### src/rtl/fmul_pipe.sv
// Three-stage pipelined floating-point multiplier with RNE rounding, special-value
// handling, exception flags and a pass-through tag, under a valid/ready handshake.
module fmul_pipe #(
    parameter int unsigned EW = 8,
    parameter int unsigned MW = 23,
    parameter int unsigned TW = 5
) (
    input  logic            clk,
    input  logic            rstn,
    input  logic            in_valid,
    output logic            in_ready,
    input  logic [EW+MW:0]  x1,
    input  logic [EW+MW:0]  x2,
    input  logic [TW-1:0]   in_tag,
    output logic            out_valid,
    input  logic            out_ready,
    output logic [EW+MW:0]  y,
    output logic [TW-1:0]   out_tag,
    output logic            ovf,
    output logic            unf,
    output logic            inv
);
    localparam int unsigned FW   = 1 + EW + MW;
    localparam int unsigned PW   = 2 * MW + 2;
    localparam int unsigned XW   = EW + 2;
    localparam int unsigned RW   = MW + 1;
    localparam int unsigned BIAS = (1 << (EW - 1)) - 1;
    localparam int unsigned EMAX = (1 << EW) - 1;
    localparam logic [FW-1:0] QNAN = {1'b0, {EW{1'b1}}, 1'b1, {(MW-1){1'b0}}};

    logic adv;
    assign adv      = !out_valid || out_ready;
    assign in_ready = adv;

    // Stage 1 combinational: unpack, classify, full mantissa product, biased exponent sum
    logic [EW-1:0]        e1, e2;
    logic [MW-1:0]        m1, m2;
    logic                 nan1, nan2, inf1, inf2, zero1, zero2;
    logic                 c1_inv, c1_inf, c1_zero, c1_sign;
    logic [PW-1:0]        c1_prod;
    logic signed [XW-1:0] c1_exp;

    always_comb begin
        e1      = x1[EW+MW-1:MW];
        e2      = x2[EW+MW-1:MW];
        m1      = x1[MW-1:0];
        m2      = x2[MW-1:0];
        zero1   = (e1 == '0);
        zero2   = (e2 == '0);
        inf1    = (&e1) && (m1 == '0);
        inf2    = (&e2) && (m2 == '0);
        nan1    = (&e1) && (m1 != '0);
        nan2    = (&e2) && (m2 != '0);
        c1_inv  = nan1 || nan2 || (inf1 && zero2) || (inf2 && zero1);
        c1_inf  = inf1 || inf2;
        c1_zero = zero1 || zero2;
        c1_sign = x1[FW-1] ^ x2[FW-1];
        c1_prod = PW'({1'b1, m1}) * PW'({1'b1, m2});
        c1_exp  = $signed(XW'(e1)) + $signed(XW'(e2)) - $signed(XW'(BIAS));
    end

    logic                 s1_valid, s1_sign, s1_inv, s1_inf, s1_zero;
    logic [PW-1:0]        s1_prod;
    logic signed [XW-1:0] s1_exp;
    logic [TW-1:0]        s1_tag;

    always_ff @(posedge clk or negedge rstn) begin
        if (!rstn) begin
            s1_valid <= 1'b0;
            s1_sign  <= 1'b0;
            s1_inv   <= 1'b0;
            s1_inf   <= 1'b0;
            s1_zero  <= 1'b0;
            s1_prod  <= '0;
            s1_exp   <= '0;
            s1_tag   <= '0;
        end else if (adv) begin
            s1_valid <= in_valid;
            if (in_valid) begin
                s1_sign <= c1_sign;
                s1_inv  <= c1_inv;
                s1_inf  <= c1_inf;
                s1_zero <= c1_zero;
                s1_prod <= c1_prod;
                s1_exp  <= c1_exp;
                s1_tag  <= in_tag;
            end
        end
    end

    // Stage 2 combinational: normalise product into [1,2) and extract guard/sticky
    logic [MW-1:0]        c2_man;
    logic                 c2_g, c2_s;
    logic signed [XW-1:0] c2_exp;

    always_comb begin
        c2_exp = s1_exp;
        c2_man = s1_prod[PW-3 -: MW];
        c2_g   = s1_prod[MW-1];
        c2_s   = |s1_prod[MW-2:0];
        if (s1_prod[PW-1]) begin
            c2_exp = s1_exp + $signed(XW'(1));
            c2_man = s1_prod[PW-2 -: MW];
            c2_g   = s1_prod[MW];
            c2_s   = |s1_prod[MW-1:0];
        end
    end

    logic                 s2_valid, s2_sign, s2_inv, s2_inf, s2_zero, s2_g, s2_s;
    logic [MW-1:0]        s2_man;
    logic signed [XW-1:0] s2_exp;
    logic [TW-1:0]        s2_tag;

    always_ff @(posedge clk or negedge rstn) begin
        if (!rstn) begin
            s2_valid <= 1'b0;
            s2_sign  <= 1'b0;
            s2_inv   <= 1'b0;
            s2_inf   <= 1'b0;
            s2_zero  <= 1'b0;
            s2_g     <= 1'b0;
            s2_s     <= 1'b0;
            s2_man   <= '0;
            s2_exp   <= '0;
            s2_tag   <= '0;
        end else if (adv) begin
            s2_valid <= s1_valid;
            if (s1_valid) begin
                s2_sign <= s1_sign;
                s2_inv  <= s1_inv;
                s2_inf  <= s1_inf;
                s2_zero <= s1_zero;
                s2_g    <= c2_g;
                s2_s    <= c2_s;
                s2_man  <= c2_man;
                s2_exp  <= c2_exp;
                s2_tag  <= s1_tag;
            end
        end
    end

    // Stage 3 combinational: round to nearest even, then apply result priority
    logic                 round_up;
    logic [RW-1:0]        rnd;
    logic signed [XW-1:0] c3_exp;
    logic [FW-1:0]        c3_y;
    logic                 c3_ovf, c3_unf, c3_inv;

    always_comb begin
        round_up = s2_g && (s2_s || s2_man[0]);
        rnd      = {1'b0, s2_man} + RW'(round_up);
        // a carry out leaves the mantissa field all-zero, i.e. already renormalised
        c3_exp   = s2_exp + $signed(XW'(rnd[MW]));
        c3_y     = {s2_sign, c3_exp[EW-1:0], rnd[MW-1:0]};
        c3_ovf   = 1'b0;
        c3_unf   = 1'b0;
        c3_inv   = 1'b0;
        if (s2_inv) begin
            c3_y   = QNAN;
            c3_inv = 1'b1;
        end else if (s2_inf) begin
            c3_y = {s2_sign, {EW{1'b1}}, {MW{1'b0}}};
        end else if (s2_zero) begin
            c3_y = {s2_sign, {(EW+MW){1'b0}}};
        end else if (c3_exp >= $signed(XW'(EMAX))) begin
            c3_y   = {s2_sign, {EW{1'b1}}, {MW{1'b0}}};
            c3_ovf = 1'b1;
        end else if (c3_exp <= $signed(XW'(0))) begin
            c3_y   = {s2_sign, {(EW+MW){1'b0}}};
            c3_unf = 1'b1;
        end
    end

    always_ff @(posedge clk or negedge rstn) begin
        if (!rstn) begin
            out_valid <= 1'b0;
            y         <= '0;
            out_tag   <= '0;
            ovf       <= 1'b0;
            unf       <= 1'b0;
            inv       <= 1'b0;
        end else if (adv) begin
            out_valid <= s2_valid;
            if (s2_valid) begin
                y       <= c3_y;
                out_tag <= s2_tag;
                ovf     <= c3_ovf;
                unf     <= c3_unf;
                inv     <= c3_inv;
            end
        end
    end

endmodule

### config.mk
export PLATFORM = sky130hd
export DESIGN_NAME = fmul_pipe
export DESIGN_NICKNAME = d
export VERILOG_FILES = /design/src/rtl/fmul_pipe.sv
export SDC_FILE = /design/constraint.sdc
export NUM_CORES = 2
export LEC_CHECK = 0
export ABC_AREA = 0
export CORE_MARGIN = 3
export CORE_UTILIZATION = 50
export CTS_CLUSTER_DIAMETER = 40
export DETAILED_ROUTE_END_ITERATION = 7
export PLACE_DENSITY = 0.72
export SLEW_MARGIN = 10
export SYNTH_ARGS = -nofsm -noshare
export SYNTH_HDL_FRONTEND = slang
export SYNTH_SLANG_ARGS = --single-unit
### constraint.sdc
create_clock -name clk -period 5.9 [get_ports clk]
set_input_delay 0.885 -clock clk [delete_from_list [all_inputs] [get_ports clk]]
set_output_delay 0.885 -clock clk [all_outputs]
set_load 0.01 [all_outputs]
==> results.ini <==
[global_routing]
grt_pass1_vias = 24260
grt_max_degree = 112
grt_overflow = 0
grt_first_pass_wirelength_um = 131600
antenna_found_initial = 0
grtUsageTotal_pct = 30.10

[critical_path]
crit_top_cell = sky130_fd_sc_hd__fa_1
timing.critical_path.slowest_cell_delay_ns = 0.58
crit_start = x1[6]
path_class = input pin to flop
cp_slowest_cell = sky130_fd_sc_hd__fa_1
worstPathRequired_ns = 6.17
crit_family = adder cells
end_kind = flop
crit_path_start_kind = input pin
critical_path_peak_fanout = 6
cp_data_arrival_time_ns = 7.23
crit-reg2reg-launch = s2_man[0]
critPathBufInv = 7

[routing]
route.vias.total = 22630
wl_um = 84930
drt_first_iter_violations = 2059
drcViolationCount = 0
drtAntennaViolNets = 0
total_iterations_of_the_first_detailed_routing_run = 6
via_cell_ratio = 5.527
route.detailed.wl_per_inst_um = 20.74

[clocking]
ctsLongestPathBuffers = 2
cts_tree = built
clkLatencyLatePin_ns = 0.43
numCtsBuffers = 17
htreeDepth = 4
number_of_hold_buffers_added_after_cts = 0
cts_root_buf = sky130_fd_sc_hd__clkbuf_16
cts_clock_pin_slew_for_the_worst_setup_and_hold_paths_ns = 0.07
tritoncts_num_sinks = 154

[cells_and_area]
ff_latch_area_mm2 = 0.003854
num-fill-cells = 3790
design.final.nets = 4150
postLayoutCellArea_mm2 = 0.03458
antenna_cells = 0
post_route_cells_drive_above_1_share_pct = 26.45
final_cell_count_no_fill = 4094
synthToLayoutAreaGrowth_pct = 32.32
multi_input_comb_area_mm2 = 0.02084

[synth]
synth.most_common_cell = sky130_fd_sc_hd__inv_1
netlist_area_before_placement_mm2 = 0.02613
post_synth_main_area_contributors = sky130_fd_sc_hd__fa_1, sky130_fd_sc_hd__dfrtp_1, sky130_fd_sc_hd__ha_1, sky130_fd_sc_hd__inv_1, sky130_fd_sc_hd__nand2_1
most_used_standard_cells_in_the_synthesized_netlist = sky130_fd_sc_hd__inv_1, sky130_fd_sc_hd__nand2_1, sky130_fd_sc_hd__fa_1
post_synth.cell_area_avg_um2 = 8.870
synth_edf_count = 0
ys_types = 65
synthesis.instances = 2946
synth-warning-count = 0
ys_seq_area_share_pct = 14.75
postSynthNetCount = 3695
yosys.area.top_type_share_pct = 37.00
count_of_state_elements_after_synthesis = 154
async_flop_share_pct = 100.0
ys.flop_type = sky130_fd_sc_hd__dfrtp_1
synthDominantAreaCellType = sky130_fd_sc_hd__fa_1

[floorplanning]
start_util_pct = 50.73
pin_count = 115
fp.dieW_um = 234.6
num_rows = 83
floorplan.die.height_um = 234.6
design.core.area_mm2 = 0.05151
dieArea_mm2 = 0.05504

[placement]
place.port_buffers = 114
gp_routability_congestion = 0.9710
postPlaceCellArea_mm2 = 0.03060
detailed_placement_wirelength_estimate_um = 59750
placedCellCount = 3887

[timing]
rsz_0062_raised_after_global_routing = true
finalClockSkew_ns = 0.009085
fmax_mhz = 143.6
holdWs_ns = 0.4765
timing_worst_slew_pin_value_ns = 0.9851
drv_slew = 0
final.min_clock_period_ns = 6.966
setup_violations = 33
slew-limit-headroom_pct = 34.33
post-route-period-util_pct = 118.1
final_hold_viol_count = 0
setup_slack_ns = -1.066

[status]
outcome = finished, violations left
violated_checks = setup timing

[min_path]
hold_start = s1_prod[0]
min_path_type = flop to flop

[run]
maxCapViolCount = 0

worst paths after layout:
kind | to | slack (ns) | cells past startpoint
worst max-delay path | s1_prod[47] | -1.07 | 25
worst min-delay path | s1_prod[0] | 0.48 | 2
worst max register to register | y[4] | 1.32 | 16
worst min register to register | s1_prod[0] | 0.48 | 2
max in group asynchronous | s1_inf | 4.20 | 2
min in group asynchronous | y[13] | 0.56 | 1
per-layer routing:
layer  track usage, %  wire [µm]
met5                0          0
met4            14.32       5108
met3            6.761       8163
met2            49.59      39800
met1            37.78      31850
cells by family after synthesis:
logic type / share of synthesized area (%)
AO/OA/AOI/OAI: 6.934
XOR/XNOR: 3.017
adder cells (fa/ha/maj): 46.25
buffers and inverters: 10.83
flip-flops: 14.75
multiplexers: 1.044
AND/OR/NAND/NOR: 17.19
state kept, by name (all words and copies together), names as in the netlist, 5 cells and up:
signal / flops
s1_prod: 48
y: 32
s2_man: 23
s1_exp: 10
s2_exp: 10
out_tag: 5
s1_tag: 5
s2_tag: 5
worst min-delay path: stages, from the launching register on:
cell	delay, ns
sky130_fd_sc_hd__dfrtp_1	0.35
sky130_fd_sc_hd__nand2_1	0.05
sky130_fd_sc_hd__nand2_1	0.05
layout by cell type, fill, tap and decap left out, types with 69 or more instances in the layout:
cell | netlist | final
sky130_fd_sc_hd__fa_1 | 483 | 443
sky130_fd_sc_hd__buf_4 | 0 | 322
sky130_fd_sc_hd__inv_1 | 599 | 531
sky130_fd_sc_hd__ha_1 | 193 | 165
sky130_fd_sc_hd__dfrtp_1 | 154 | 154
sky130_fd_sc_hd__nand2_1 | 501 | 466
sky130_fd_sc_hd__nor2_1 | 86 | 69
sky130_fd_sc_hd__buf_6 | 0 | 87
sky130_fd_sc_hd__o21ai_0 | 123 | 83
sky130_fd_sc_hd__and2_1 | 246 | 184
final cells by class:
cell class              count  share of cell area [%]
clock inverters            15                  0.4885
multi-input cells        2042                   60.28
clock buffers              17                   1.230
flip-flops and latches    154                   11.15
repair buffers            584                   17.72
inverters                 602                   6.666
well taps                 680                   2.461
through the flow:
stage          utilization [%]  worst slack, ns  TNS, ns
2_1_floorplan                -          -0.8137   -14.71
3_3_place_gp             59.42           -1.652   -48.25
3_5_place_dp             59.42           -1.761   -52.53
4_1_cts                  65.91          -0.8669   -18.20
5_1_grt                  67.13           -1.216   -26.68
6_report                 67.13           -1.066   -22.01
what timing repair did:
| item | in CTS | in global routing |
|---|---|---|
| gates cloned | 28 | 1 |
| pin swaps | 192 | 133 |
| endpoints found under the setup margin | 37 | 35 |
| gates resized for setup | 517 | 174 |
| setup buffers | 128 | 30 |
Power is not shown: default switching activity piles up to over one toggle a cycle in this logic, so the estimate is an artifact.
